### src/rtl/serial_subtractor8.sv
// Bit-serial subtractor: computes a - b - borrow_in one bit per clock, LSB first,
// through a single full-subtractor cell with a registered borrow and start/busy/done handshake.
module serial_subtractor8 #(
   parameter int unsigned WIDTH = 8
) (
   input  logic             clk,
   input  logic             rst,
   input  logic             start,
   input  logic [WIDTH-1:0] a,
   input  logic [WIDTH-1:0] b,
   input  logic             borrow_in,
   output logic             busy,
   output logic             done,
   output logic [WIDTH-1:0] diff,
   output logic             borrow_out,
   output logic             zero,
   output logic             overflow
);

   localparam int unsigned CntW = (WIDTH > 2) ? $clog2(WIDTH) : 1;
   localparam logic [CntW-1:0] LastBit = CntW'(WIDTH - 1);

   typedef enum logic [1:0] {
      StIdle,
      StRun,
      StDone
   } state_e;

   state_e           state_q;
   logic [WIDTH-1:0] a_q;
   logic [WIDTH-1:0] b_q;
   logic [WIDTH-1:0] diff_sr_q;
   logic [CntW-1:0]  cnt_q;
   logic             br_q;
   logic             a_msb_q;
   logic             b_msb_q;
   logic             busy_q;
   logic             done_q;
   logic [WIDTH-1:0] diff_q;
   logic             borrow_q;
   logic             zero_q;
   logic             overflow_q;

   logic             a0;
   logic             b0;
   logic             d_bit;
   logic             br_d;
   logic [WIDTH-1:0] diff_d;
   logic             last_bit;
   logic             accept;
   logic             overflow_d;

   // Full-subtractor cell and the difference word as it will look after this edge.
   always_comb begin
      a0         = a_q[0];
      b0         = b_q[0];
      d_bit      = a0 ^ b0 ^ br_q;
      br_d       = (~a0 & b0) | (~(a0 ^ b0) & br_q);
      diff_d     = {d_bit, diff_sr_q[WIDTH-1:1]};
      last_bit   = (cnt_q == LastBit);
      accept     = start & ~busy_q;
      overflow_d = (a_msb_q != b_msb_q) & (diff_d[WIDTH-1] != a_msb_q);
   end

   always_ff @(posedge clk or posedge rst) begin
      if (rst) begin
         state_q    <= StIdle;
         a_q        <= '0;
         b_q        <= '0;
         diff_sr_q  <= '0;
         cnt_q      <= '0;
         br_q       <= 1'b0;
         a_msb_q    <= 1'b0;
         b_msb_q    <= 1'b0;
         busy_q     <= 1'b0;
         done_q     <= 1'b0;
         diff_q     <= '0;
         borrow_q   <= 1'b0;
         zero_q     <= 1'b0;
         overflow_q <= 1'b0;
      end else begin
         unique case (state_q)
            StIdle: begin
               done_q <= 1'b0;
            end
            StRun: begin
               a_q       <= {1'b0, a_q[WIDTH-1:1]};
               b_q       <= {1'b0, b_q[WIDTH-1:1]};
               br_q      <= br_d;
               diff_sr_q <= diff_d;
               cnt_q     <= cnt_q + 1'b1;
               if (last_bit) begin
                  state_q    <= StDone;
                  busy_q     <= 1'b0;
                  done_q     <= 1'b1;
                  diff_q     <= diff_d;
                  borrow_q   <= br_d;
                  zero_q     <= (diff_d == '0);
                  overflow_q <= overflow_d;
               end
            end
            StDone: begin
               done_q  <= 1'b0;
               state_q <= StIdle;
            end
            default: begin
               state_q <= StIdle;
               busy_q  <= 1'b0;
               done_q  <= 1'b0;
            end
         endcase
         // Accept overrides the IDLE/DONE branches; busy_q blocks it during RUN.
         if (accept) begin
            state_q <= StRun;
            a_q     <= a;
            b_q     <= b;
            br_q    <= borrow_in;
            a_msb_q <= a[WIDTH-1];
            b_msb_q <= b[WIDTH-1];
            cnt_q   <= '0;
            busy_q  <= 1'b1;
         end
      end
   end

   assign busy       = busy_q;
   assign done       = done_q;
   assign diff       = diff_q;
   assign borrow_out = borrow_q;
   assign zero       = zero_q;
   assign overflow   = overflow_q;

endmodule

### config.mk
export PLATFORM = sky130hd
export DESIGN_NAME = serial_subtractor8
export DESIGN_NICKNAME = d
export VERILOG_FILES = /design/src/rtl/serial_subtractor8.sv
export SDC_FILE = /design/constraint.sdc
export NUM_CORES = 1
export LEC_CHECK = 0
export BUFFER_PORTS_ARGS = -buffer_cell sky130_fd_sc_hd__clkbuf_2
export CAP_MARGIN = 25
export CORE_ASPECT_RATIO = 0.5
export CORE_MARGIN = 2
export CORE_UTILIZATION = 35
export DETAILED_ROUTE_END_ITERATION = 10
export HOLD_SLACK_MARGIN = 0.03
export PLACE_DENSITY = 0.59
export SYNTH_ARGS = -nofsm -noshare
export SYNTH_HDL_FRONTEND = slang
export SYNTH_SLANG_ARGS = --single-unit
### constraint.sdc
create_clock -name clk -period 3.4 [get_ports clk]
set_input_delay 0.17 -clock clk [delete_from_list [all_inputs] [get_ports clk]]
set_output_delay 0.17 -clock clk [all_outputs]
set_load 0.01 [all_outputs]
==> results of run 1 <==
==> cell usage after synthesis (all sizes together) (2+ instances only) <==
library cell	count
mux2	9
nor2	20
nor4	2
a31oi	14
o21ai	6
a21oi	3
inv	3
buf	10
nand2b	2
nor2b	2
ha	2
dfrtp	44
nand2	66
a22o	2
==> layer usage <==
metal	vias to the layer above	global-route usage (%)	wire [um]
li1	682	-	-
met1	632	15.51	1680
met2	25	19.20	1601
met3	5	3.600	134
met4	0	4.396	36
met5	-	0	0
==> per-stage QoR <==
stage | total power, mW | std cells | utilization, %
final | 1.951 | 292 | 42.98
after global routing | 2.128 | 292 | 42.98
after CTS | 1.978 | 291 | 42.68
after detailed placement | 1.641 | 282 | 40.72
after global placement | 1.611 | 282 | 40.72
after floorplan | 1.502 | 190 | -
==> timing repair <==
action,4_1_cts,5_1_grt
hold endpoints to repair,44,0
setup buffers,0,0
hold buffers,1,0
==> worst max-delay path, delay by kind of cell, from the launching register on <==
kind	cells	cell delay (ns)
DFF	1	0.42
AOI/OAI and AO/OA	1	0.22
and+or+nand+nor	2	0.89
==> cells by family (layout without fill, tap and decap cells) <==
logic type / Yosys count / count (layout)
mux: 9 / 9
simple gates: 94 / 94
xor+xnor: 1 / 1
compound gates: 25 / 25
buf+inv: 14 / 46
fa+ha+maj: 3 / 3
flops: 44 / 44
==> registers in the layout (all words and copies together), names as in the netlist, 2 cells and up <==
signal,count
a_q,8
diff,8
cnt_q,3
diff_sr_q,7
state_q,2
b_q,8
==> cell type report <==
type                            count  area [um^2]  area share, %
Sequential cell                    44         1101          50.11
Tap cell                           70        87.58          3.986
Inverter                            3        11.26         0.5125
Multi-Input combinational cell    132        714.4          32.52
Timing Repair Buffer               35        192.7          8.770
Clock buffer                        8        90.09          4.100
==> where the power goes <==
part / switching [mW] / total (mW) / internal (mW)
Clock: 0.165 / 0.331 / 0.166
Combinational: 0.407 / 0.721 / 0.313
Sequential: 0.141 / 0.899 / 0.758
Total: 0.714 / 1.95 / 1.24
==> worst max-delay path by stage <==
stage | startpoint | to | slack [ns] | cells after the start
floorplan | cnt_q[0] | diff[0] | 1.92 | 5
global placement | busy | state_q[0] | 1.78 | 2
detailed placement | state_q[1] | b_q[0] | 1.77 | 3
CTS | state_q[1] | b_q[2] | 1.74 | 3
global route | state_q[1] | b_q[2] | 1.62 | 3
finish | state_q[1] | b_q[2] | 1.78 | 3
==> reports/qor_table.md, run 1 <==
| Metric | Reported | Unit |
|---|---|---|
| Placement-stage worst setup slack | 1.774 | ns |
| Clk Latency, worst-skew pair | 0.29 | ns |
| Tmin final | 1.621 | ns |
| Worst hold path type | in -> reg | - |
| Vert. Die Dim | 56.40 | um |
| Slowest CP cell | nand2b_1 | - |
| Std-Cell Rows | 18 | - |
| Maximum VDD drop | 250.7 | uV |
| Final clock period utilization by the worst path | 47.68 | % |
| Most frequent standard cell in the layout excluding fill and tap cells | nand2_1 | - |
| Share of cells above drive strength 1 | 24.32 | % |
| Crit Reg-Reg Startpoint | state_q[1] | - |
| Type of destination of the critical path | register | - |
| Number of cells traversed by the worst hold path | 3 | - |
| Outcome | completed | - |
| Highest-count cells in the layout ignoring fill and taps | nand2_1 (65), dfrtp_1 (44), clkbuf_2 (32) | - |
| Cell accounting for the most synthesized area | dfrtp_1 | - |
| Wire length of the first global-routing pass | 5699 | um |
| CP Max Fanout | 25 | - |
| Top Ports | 33 | - |
| Die X-Extent | 108.8 | um |
| Number of warnings reported in the yosys synthesis log | 0 | - |
| Delay contributed by the slowest stage of the critical path | 0.75 | ns |
| Data arrival time of the worst path | 1.82 | ns |
| Filler cells | 508 | - |
| Slew at the pin with the worst max-slew slack | 0.9366 | ns |
| Master cell of the clock root buffer | clkbuf_8 | - |
| Average cell area after synthesis | 10.11 | um^2 |
| Synthesized net count | 213 | - |
| Worst-case reg-to-reg path depth | 3 | - |
| Ys async rst share | 100.0 | % |
| Synthesized-area fraction occupied by ao, oa, aoi and oai cells | 8.333 | % |
| Final instance area | 0.002197 | mm^2 |
| Largest net degree at the start of global routing | 45 | - |
| Setup repair after global routing missed its margin | no | - |
| Total negative setup slack | 0 | ns |
| Die ar. | 0.006135 | mm^2 |
| Netlist cell types | 26 | - |
| Number of max-slew violations in the final report | 0 | - |
| Fraction of the mapped netlist area in adder cells | 2.344 | % |
| Proportion of synthesized chip area in sequential cells | 57.29 | % |
| Basic-gate share of the synthesized area counting and, or, nand and nor cells | 20.77 | % |
| GR Overflow Total | 0 | - |
| Worst-case headroom to the max-slew limit | 37.56 | % |
| Synth Instances | 190 | - |
| Maximum clock rate | 0.6168 | GHz |
| Most common flop cell mapped by yosys | dfrtp_1 | - |
| HPWL after detailed placement | 2253 | um |
| Worst-case setup margin in the final layout | 1.779 | ns |
| Critical path class | reg -> reg | - |
| Average wire per cell in the routed design | 11.82 | um |
| Via count of the first global-routing pass | 1272 | - |
| Inserted Clock Buffers | 5 | - |
| Number of DRC markers after the initial detailed-route iteration | 66 | - |
| Layout net count | 244 | - |
| Effective utilization at floorplan | 37.59 | % |
| Maximum capacitance violations | 0 | - |
| Clock transition at the registers of the reported paths | 0.08 | ns |
| Most area-consuming cells after synthesis | dfrtp_1 (57%), nand2_1 (13%), mux2_2 (5.3%) | - |
| Via/cell ratio | 4.603 | - |
| Worst clock skew | 0.006128 | ns |
| Final setup fails | 0 | - |
| Clock buffer depth | 2 | - |
| Area of the core | 0.005112 | mm^2 |
| Via Count | 1344 | - |
| Reg-to-reg critical path endpoint | b_q[2] | - |
| Area Growth Syn to Fin | 14.32 | % |
| Number of clock sinks | 44 | - |
| Static leakage power | 1.106 | nW |
| Yosys reg bits | 44 | - |
| Hold Path Sink | br_q | - |
| Total power divided by cell area | 887.8 | mW/mm^2 |
| CP startpoint kind | register | - |
| Count of input and output buffers | 32 | - |
| First-pass iteration count of the detailed router | 4 | - |
| Antenna violation net count after detailed routing | 0 | - |
| Multiplexer share of the synthesized area | 5.273 | % |
| Final estimated routing congestion in global placement | 0.7297 | - |
| Routed WL | 3452 | um |
| Standard cell area after detailed placement | 0.002082 | mm^2 |
| Total DRC errors in the routed layout | 0 | - |
| Area share of the largest cell type after synthesis | 57.29 | % |
| H-Tree Depth | 2 | - |
| Combinational family with the most area after synthesis | simple AND/OR/NAND/NOR gates | - |
| GRT Overall Usage | 12.03 | % |
| Number of failing hold endpoints at the final stage | 0 | - |
| Worst hold margin | 0.08483 | ns |
| R2R Setup Slk | 1.78 | ns |
| Post-CTS resize count | 0 | - |
| CTS tree | yes | - |
| Critical path data required time | 3.60 | ns |
| Share of the synthesized netlist area taken by xor and xnor gates | 0.4557 | % |
| CP Cell Sequence | nand2b_1, nand2_1, a31oi_1 | - |
| Launch instance of the worst min-delay path | borrow_in | - |
| Cell Area, Synth | 0.001922 | mm^2 |
| Initial antenna violation count | 0 | - |
| Count of inserted antenna diode cells | 0 | - |
| Post-synth EDFFs | 0 | - |
No activity file was read; power rests on OpenSTA's default activity.
==> run 2: changes to the inputs <==
--- a/config.mk
+++ b/config.mk
@@ -12,7 +12,7 @@
 export CORE_UTILIZATION = 35
 export DETAILED_ROUTE_END_ITERATION = 10
 export HOLD_SLACK_MARGIN = 0.03
-export PLACE_DENSITY = 0.59
+export PLACE_DENSITY = 0.61
 export SYNTH_ARGS = -nofsm -noshare
 export SYNTH_HDL_FRONTEND = slang
 export SYNTH_SLANG_ARGS = --single-unit
==> constraint.sdc (replaced) <==
create_clock -name clk -period 1.4 [get_ports clk]
set_input_delay 0.07 -clock clk [delete_from_list [all_inputs] [get_ports clk]]
set_output_delay 0.07 -clock clk [all_outputs]
set_load 0.01 [all_outputs]
==> reports/qor_table.md, run 2 (synthesized netlist as in run 1, its figures left out) <==
| Metric | Reported | Unit |
|---|---|---|
| Tmin final | 1.400 | ns |
| CP startpoint kind | register | - |
| Antenna violation net count after detailed routing | 0 | - |
| Initial antenna violation count | 0 | - |
| Inserted Clock Buffers | 5 | - |
| Via Count | 1444 | - |
| Worst clock skew | 0.003121 | ns |
| Most frequent standard cell in the layout excluding fill and tap cells | nand2_1 | - |
| Area of the core | 0.005112 | mm^2 |
| Cells after DPL | 294 | - |
| Critical path class | reg -> reg | - |
| Layout net count | 266 | - |
| Static leakage power | 1.197 | nW |
| Type of destination of the critical path | register | - |
| Number of DRC markers after the initial detailed-route iteration | 42 | - |
| Maximum capacitance violations | 0 | - |
| Placement-stage worst setup slack | -0.05716 | ns |
| Die X-Extent | 108.8 | um |
| First element of the critical path | cnt_q[1] | - |
| CP Max Fanout | 11 | - |
| Vert. Die Dim | 56.40 | um |
| H-Tree Depth | 2 | - |
| CTS tree | yes | - |
| Number of clock sinks | 44 | - |
| Average wire per cell in the routed design | 12.11 | um |
| Worst-case setup margin in the final layout | 0.0002144 | ns |
| Total DRC errors in the routed layout | 0 | - |
| Outcome | completed | - |
| Total power divided by cell area | 2090 | mW/mm^2 |
| Final clock period utilization by the worst path | 99.98 | % |
| Wire length of the first global-routing pass | 6472 | um |
| Count of inserted antenna diode cells | 0 | - |
| Via/cell ratio | 4.613 | - |
| Die ar. | 0.006135 | mm^2 |
| Top Ports | 33 | - |
| Maximum VDD drop | 655.1 | uV |
| Count of input and output buffers | 32 | - |
| Launch instance of the worst min-delay path | b[2] | - |
| Area Growth Syn to Fin | 25.13 | % |
| Critical path data required time | 1.58 | ns |
| Largest net degree at the start of global routing | 45 | - |
| Via count of the first global-routing pass | 1449 | - |
| Clock buffer depth | 2 | - |
| Std-Cell Rows | 18 | - |
| Crit Reg-Reg Startpoint | cnt_q[1] | - |
| Number of max-slew violations in the final report | 0 | - |
| Filler cells | 472 | - |
| Share of cells above drive strength 1 | 30.45 | % |
| Final setup fails | 0 | - |
| GRT Overall Usage | 13.61 | % |
| HPWL after detailed placement | 2566 | um |
| Clk Latency, worst-skew pair | 0.29 | ns |
| Slew at the pin with the worst max-slew slack | 0.2826 | ns |
| Setup repair after global routing missed its margin | yes | - |
| First-pass iteration count of the detailed router | 4 | - |
| Finished Layout Cells | 313 | - |
| Maximum clock rate | 0.7144 | GHz |
| Total negative setup slack | 0 | ns |
| Worst hold path type | in -> reg | - |
| Number of failing hold endpoints at the final stage | 0 | - |
| Worst-case headroom to the max-slew limit | 80.99 | % |
| Effective utilization at floorplan | 37.59 | % |
| Final estimated routing congestion in global placement | 0.6944 | - |
| Routed WL | 3790 | um |
| Master cell of the clock root buffer | clkbuf_8 | - |
| Core occupancy in the finished layout | 47.04 | % |
| Data arrival time of the worst path | 1.58 | ns |
| GR Overflow Total | 0 | - |
| Highest-count cells in the layout ignoring fill and taps | nand2_1 (65), dfrtp_1 (44), clkbuf_2 (32) | - |
| Clock transition at the registers of the reported paths | 0.08 | ns |
-- run 2: cell count changes in the layout (fill, tap and decap cells not counted), sizes merged --
| cell | delta |
|---|---|
| buf | +13 |
| clkbuf | -2 |
| clkinv | +1 |
| dlygate4sd3 | +9 |
-- run 2: where the power goes --
part           internal [mW]  leakage (nW)  switching (mW)
Combinational          0.991         0.603            1.07
Sequential              1.84         0.553           0.379
Clock                  0.339        0.0410           0.403
-- run 2: final cells by class --
class,instances,area (um^2),area share [%]
inverters,3,11.26,0.4683
well taps,70,87.58,3.642
clock inverters,1,5.005,0.2081
repair buffers,57,385.4,16.02
multi-input cells,132,742.0,30.85
clock buffers,6,72.57,3.018
flip-flops and latches,44,1101,45.79
-- run 2: worst paths after layout --
path	to	slack, ns	cells past startpoint
max in group asynchronous	b_q[5]	0.85	4
worst min register to register	borrow_out	0.49	2
min in group asynchronous	diff[2]	0.34	4
worst max register to register	diff[6]	0.0002	4
worst min-delay path	b_q[2]	0.03	3
worst max-delay path	diff[6]	0.0002	4
-- run 2: worst max-delay path, stage by stage (launching register included) --
cell      delay, ns
dfrtp_1        0.40
ha_2           0.20
ha_4           0.17
nand3b_4       0.16
mux2_2         0.35
-- run 2: per-stage QoR --
| stage | power, mW | hold WS [ns] | instance area [um^2] |
|---|---|---|---|
| after floorplan | 3.672 | 0.1754 | 1937 |
| after global placement | 4.117 | 0.1119 | 2200 |
| after detailed placement | 4.207 | 0.1092 | 2200 |
| after CTS | 5.060 | 0.03108 | 2394 |
| after global routing | 5.479 | 0.03653 | 2405 |
| final | 5.025 | 0.03301 | 2405 |
-- run 2: metal layers --
| layer | routed length (um) | global-route usage (%) | up-vias | share of wire [%] |
|---|---|---|---|---|
| met5 | 0 | 0 | - | 0 |
| met4 | 38 | 4.396 | 0 | 1.0 |
| met3 | 174 | 3.833 | 4 | 4.6 |
| met2 | 1808 | 23.48 | 28 | 48 |
| met1 | 1769 | 16.47 | 688 | 47 |
| li1 | - | - | 724 | - |
-- run 2: repair_timing --
action                                 CTS  global route
gates resized for setup                  6             2
endpoints found under the hold margin   53             0
hold buffers                            10             0
cloned                                   0             0
pin swaps                                4             3
buffers inserted                         1             1
setup endpoints to repair                2            11
